==> src/rtl/stream_ram_loader.sv <==
// Packs an incoming byte stream into DATA_W-bit words and writes them to RAM at
// consecutive word addresses from BASE_ADDR, holding busy until the image is loaded.
module stream_ram_loader #(
  parameter int                DATA_W     = 32,
  parameter int                ADDR_W     = 32,
  parameter bit                BIG_ENDIAN = 1'b0,
  parameter logic [ADDR_W-1:0] BASE_ADDR  = '0,
  parameter int                MAX_WORDS  = 1024,
  parameter int                TIMEOUT    = 64
) (
  input  logic              clk,
  input  logic              rst,
  input  logic              start,
  input  logic              byte_valid,
  input  logic [7:0]        byte_data,
  input  logic              byte_last,
  output logic              byte_ready,
  output logic [ADDR_W-1:0] address,
  output logic [DATA_W-1:0] data_input,
  output logic              cs,
  output logic              we,
  output logic              oe,
  input  logic              mem_done,
  output logic              busy,
  output logic              done,
  output logic              error,
  output logic [1:0]        err_code,
  output logic [ADDR_W-1:0] word_count
);

  localparam int BPW    = DATA_W / 8;
  localparam int LANE_W = $clog2(BPW + 1);
  localparam int TMO_W  = $clog2(TIMEOUT + 1);

  localparam logic [LANE_W-1:0] LANE_LAST   = LANE_W'(BPW - 1);
  localparam logic [TMO_W-1:0]  TMO_LAST    = TMO_W'(TIMEOUT - 1);
  localparam logic [ADDR_W-1:0] MAX_WORDS_C = ADDR_W'(MAX_WORDS);

  typedef enum logic [2:0] {
    S_IDLE,
    S_COLLECT,
    S_WRITE,
    S_FINISH,
    S_FAULT
  } state_t;

  typedef enum logic [1:0] {
    ERR_NONE     = 2'd0,
    ERR_TIMEOUT  = 2'd1,
    ERR_OVERFLOW = 2'd2
  } err_t;

  state_t              state_q, state_d;
  logic [LANE_W-1:0]   lane_q,  lane_d;
  logic [DATA_W-1:0]   data_q,  data_d;
  logic [ADDR_W-1:0]   addr_q,  addr_d;
  logic [ADDR_W-1:0]   count_q, count_d;
  logic [TMO_W-1:0]    tmo_q,   tmo_d;
  logic                last_q,  last_d;
  logic                done_q,  done_d;
  logic                error_q, error_d;
  err_t                err_q,   err_d;
  logic [LANE_W-1:0]   lane_pos;

  // The first byte of a word lands in the least or most significant lane.
  assign lane_pos = BIG_ENDIAN ? (LANE_LAST - lane_q) : lane_q;

  always_comb begin
    // NOTE: every always_comb output gets a default first so no path infers a latch.
    state_d = state_q;
    lane_d  = lane_q;
    data_d  = data_q;
    addr_d  = addr_q;
    count_d = count_q;
    tmo_d   = tmo_q;
    last_d  = last_q;
    done_d  = done_q;
    error_d = error_q;
    err_d   = err_q;

    unique case (state_q)
      S_IDLE: begin
        if (start) begin
          done_d  = 1'b0;
          error_d = 1'b0;
          err_d   = ERR_NONE;
          count_d = '0;
          addr_d  = BASE_ADDR;
          lane_d  = '0;
          data_d  = '0;
          last_d  = 1'b0;
          state_d = S_COLLECT;
        end
      end

      S_COLLECT: begin
        if (byte_valid) begin
          if (count_q == MAX_WORDS_C) begin
            // Capacity exhausted: the byte is consumed but never written.
            err_d   = ERR_OVERFLOW;
            state_d = S_FAULT;
          end else begin
            for (int i = 0; i < BPW; i++) begin
              if (lane_pos == LANE_W'(i)) data_d[8*i +: 8] = byte_data;
            end
            lane_d = lane_q + 1'b1;
            last_d = byte_last;
            if (byte_last || lane_q == LANE_LAST) begin
              tmo_d   = '0;
              state_d = S_WRITE;
            end
          end
        end
      end

      S_WRITE: begin
        if (mem_done) begin
          count_d = count_q + 1'b1;
          addr_d  = addr_q + 1'b1;
          lane_d  = '0;
          data_d  = '0;
          state_d = last_q ? S_FINISH : S_COLLECT;
        end else if (tmo_q == TMO_LAST) begin
          err_d   = ERR_TIMEOUT;
          state_d = S_FAULT;
        end else begin
          tmo_d = tmo_q + 1'b1;
        end
      end

      S_FINISH: begin
        done_d  = 1'b1;
        state_d = S_IDLE;
      end

      S_FAULT: begin
        error_d = 1'b1;
        state_d = S_IDLE;
      end

      default: state_d = S_IDLE;
    endcase
  end

  always_ff @(posedge clk) begin
    // NOTE: sequential state uses non-blocking assignments so all flops update together.
    if (rst) begin
      state_q <= S_IDLE;
      lane_q  <= '0;
      data_q  <= '0;
      addr_q  <= BASE_ADDR;
      count_q <= '0;
      tmo_q   <= '0;
      last_q  <= 1'b0;
      done_q  <= 1'b0;
      error_q <= 1'b0;
      err_q   <= ERR_NONE;
    end else begin
      state_q <= state_d;
      lane_q  <= lane_d;
      data_q  <= data_d;
      addr_q  <= addr_d;
      count_q <= count_d;
      tmo_q   <= tmo_d;
      last_q  <= last_d;
      done_q  <= done_d;
      error_q <= error_d;
      err_q   <= err_d;
    end
  end

  // Strobes decode directly from state so they drop the cycle after leaving WRITE.
  assign byte_ready = (state_q == S_COLLECT);
  assign cs         = (state_q == S_WRITE);
  assign we         = (state_q == S_WRITE);
  assign oe         = 1'b0;
  assign busy       = (state_q == S_COLLECT) || (state_q == S_WRITE);
  assign address    = addr_q;
  assign data_input = data_q;
  assign done       = done_q;
  assign error      = error_q;
  assign err_code   = err_q;
  assign word_count = count_q;

endmodule

==> config.mk <==
export PLATFORM = sky130hd
export DESIGN_NAME = stream_ram_loader
export DESIGN_NICKNAME = d
export VERILOG_FILES = /design/src/rtl/stream_ram_loader.sv
export SDC_FILE = /design/constraint.sdc
export NUM_CORES = 1
export LEC_CHECK = 0
export CAP_MARGIN = 40
export CELL_PAD_IN_SITES_DETAIL_PLACEMENT = 0
export CELL_PAD_IN_SITES_GLOBAL_PLACEMENT = 1
export CORE_ASPECT_RATIO = 0.8
export CORE_MARGIN = 1.5
export CORE_UTILIZATION = 50
export CTS_CLUSTER_SIZE = 8
export DETAILED_ROUTE_END_ITERATION = 16
export DONT_BUFFER_PORTS = 1
export PLACE_DENSITY_LB_ADDON = 0.1
export SYNTH_ARGS = -nofsm -noshare
export SYNTH_HDL_FRONTEND = slang
export SYNTH_SLANG_ARGS = --single-unit
export TNS_END_PERCENT = 100
==> constraint.sdc <==
create_clock -name clk -period 5.45 [get_ports clk]
set_clock_uncertainty 0.1 [all_clocks]
set_input_delay 0.8175 -clock clk [delete_from_list [all_inputs] [get_ports clk]]
set_output_delay 0.8175 -clock clk [all_outputs]
set_load 0.005 [all_outputs]
==> results.yml <==
setup_path:
  critPathMaxStageDelay_ps: 540
  start_kind: "register"
  criticalPathCategory: "reg -> out"
  slowest_stage: "dfxtp_1"
  critPathMaxFanout: 19
  required_ps: 4530
  cp_top_family: "flip-flops"
  arrival_ps: 1840
  crit_buf_inv: 1
  path_cells: "nor2_1 -> nand2_1 -> clkinv_1"
  endpoint_kind: "output pin"
final_layout:
  nFillCells: 942
  final_cells: 770
  stdcell_area_mm2: 0.00606
  layout.nets: 640
  final_layout_size_suffix_gt1_frac: 0.0794
  area_growth_pct: 14.3
  final_core_util: 0.589
  num_antenna_cells: 0
placement:
  io_buffers: 0
  place_inst: 737
  pre_cts_ws_ps: 2630
  dp_hpwl_um: 9130
  finalWeightedCongestion: 0.827
  dpl-instance-area_mm2: 0.00540
clocking:
  cts.htree.levels: 4
  cts_resized: 0
  numCtsBuffers: 17
  cts_tree: "done"
  post-cts-setup-buffers: 0
  hold_buffers: 0
  clkLatencyLatePin_ps: 400
  clk_path_buf_depth: 2
  clk_pin_slew_worst_paths_ps: 50
  cts.sinks: 114
  cts_root_buf: "clkbuf_16"
timing:
  min_period_over_period: 0.505
  rsz0062_at_grt: "false"
  setup_viol: 0
  slew_headroom: 0.477
  fin_crit_ps: 2750
  max_freq_ghz: 0.363
  slew_violations: 0
  timing.final.ws_setup_ps: 2700
  hold_slack_ps: 351
  tightest_slew_ps: 763
  tns_ps: 0
  hold_viol: 0
drt:
  dr.pass1.iters: 5
  num_vias: 4548
  post_drt_wl_per_cell_um: 17.0
  ant_nets: 0
  wl_um: 13100
  viasPerCell: 5.91
  drtIter0Drc: 309
  drc: 0
floorplanning:
  die-area_mm2: 0.0112
  rows: 33
  core_mm2: 0.0103
  dieHeight_um: 95.1
  floorplan.initialDensity: 0.516
  io_pins: 119
  die_x_um: 118
synthesis:
  synth_edf_count: 0
  synth_top_cell_by_area: "dfxtp_1"
  syn_nets: 647
  yosysTopAreaCellShare: 0.430
  ys_top_cells_by_count: "114 x dfxtp_1, 56 x nor2_1, 51 x nand3_1"
  yosysMostFrequentCell: "dfxtp_1"
  synthFlopType: "dfxtp_1"
  ys_types: 52
  synth_area_leaders: "dfxtp_1 43%, xor2_1 5.5%, nand3_1 4.8%"
  netlist_instances: 624
  ys_ff_latch: 114
  async_reset_ff_frac: 0
  yosysSeqAreaShare: 0.430
  syn_area_per_cell_um2: 8.50
  ys_warn_count: 0
  syn-cell-area_mm2: 0.00530
power:
  p_leak_nw: 2.02
  finalPower_mw: 2.13
  vdd_ir_drop_max_v: 0.000216
  powerDensity_mw_per_mm2: 352
grt:
  grt_pass1_vias: 4207
  antenna_found_initial: 0
  grt.overflow.total: 0
  grt_pass1_wl_um: 21000
  grt_use_total: 0.234
  grt_max_degree: 54
worst_hold_path:
  hp-class: "reg -> reg"
job:
  cap_viol_max_count: 0
status:
  status: "completed"
## tightest hold or removal path, cell delays in order, from the launching register on
cell      delay, ps
dfxtp_1         300
nand2b_1         60
a21oi_1          40
## per-layer routing
| metal | up-vias | track usage | share of wire |
|---|---|---|---|
| met3 | 7 | 0.0951 | 0.086 |
| met4 | 0 | 0.0681 | 0.0054 |
| li1 | 2253 | - | - |
| met2 | 147 | 0.372 | 0.45 |
| met5 | - | 0 | 0 |
| met1 | 2141 | 0.295 | 0.46 |
## power breakdown
group          internal (mW)  switching (mW)
sequential             0.839         0.00659
clock                  0.823           0.375
combinational         0.0234          0.0663
## cell type report
class                   count  area, um2  share of cell area
well taps                 140        175              0.0289
clock buffers              23        498              0.0822
multi-input cells         457       2820               0.465
inverters                  18       67.6              0.0112
flip-flops and latches    114       2280               0.377
repair buffers              9       67.6              0.0112
clock inverters             9        150              0.0248
## flip-flops by register name, summed over array words and instances, names as in the netlist
signal      flops
tmo_q           7
address        32
last_q          1
lane_pos        3
err_code        2
word_count     32
state_q         3
done            1
data_input     32
error           1
## layout by cell type, fill, tap and decap left out, types with 14 or more instances in the layout
| cell | count |
|---|---|
| dfxtp_1 | 114 |
| nor2_1 | 56 |
| nand3_1 | 51 |
| nand2_1 | 41 |
| o21ai_0 | 38 |
| a21oi_1 | 34 |
| nand4_1 | 33 |
| xor2_1 | 33 |
| nand3b_1 | 20 |
| inv_1 | 17 |
| clkbuf_16 | 17 |
| or3_1 | 14 |
## worst paths after layout
kind / end / cells past startpoint / start / slack [ps]
setup reg to reg: address[31]$_SDFFE_PP0P_ / 6 / state_q[1]$_SDFFE_PP0P_ / 2790
hold / removal: tmo_q[6]$_SDFFE_PP0P_ / 2 / tmo_q[6]$_SDFFE_PP0P_ / 350
hold reg to reg: tmo_q[6]$_SDFFE_PP0P_ / 2 / tmo_q[6]$_SDFFE_PP0P_ / 350
setup / recovery: byte_ready / 3 / state_q[1]$_SDFFE_PP0P_ / 2700
## cell families (layout without fill, tap and decap cells)
family | count (synthesis) | in the layout | share of synthesized area
buffers and inverters | 53 | 59 | 0.0406
muxes | 3 | 3 | 0.00566
xor gates and xnor gates | 40 | 40 | 0.0661
and+or+nand+nor | 290 | 290 | 0.307
DFF | 114 | 114 | 0.430
adders and majority gates | 9 | 9 | 0.0212
AOI/OAI and AO/OA | 114 | 114 | 0.128
other | 1 | 1 | 0.000707
(Power assumes the default switching activity.)
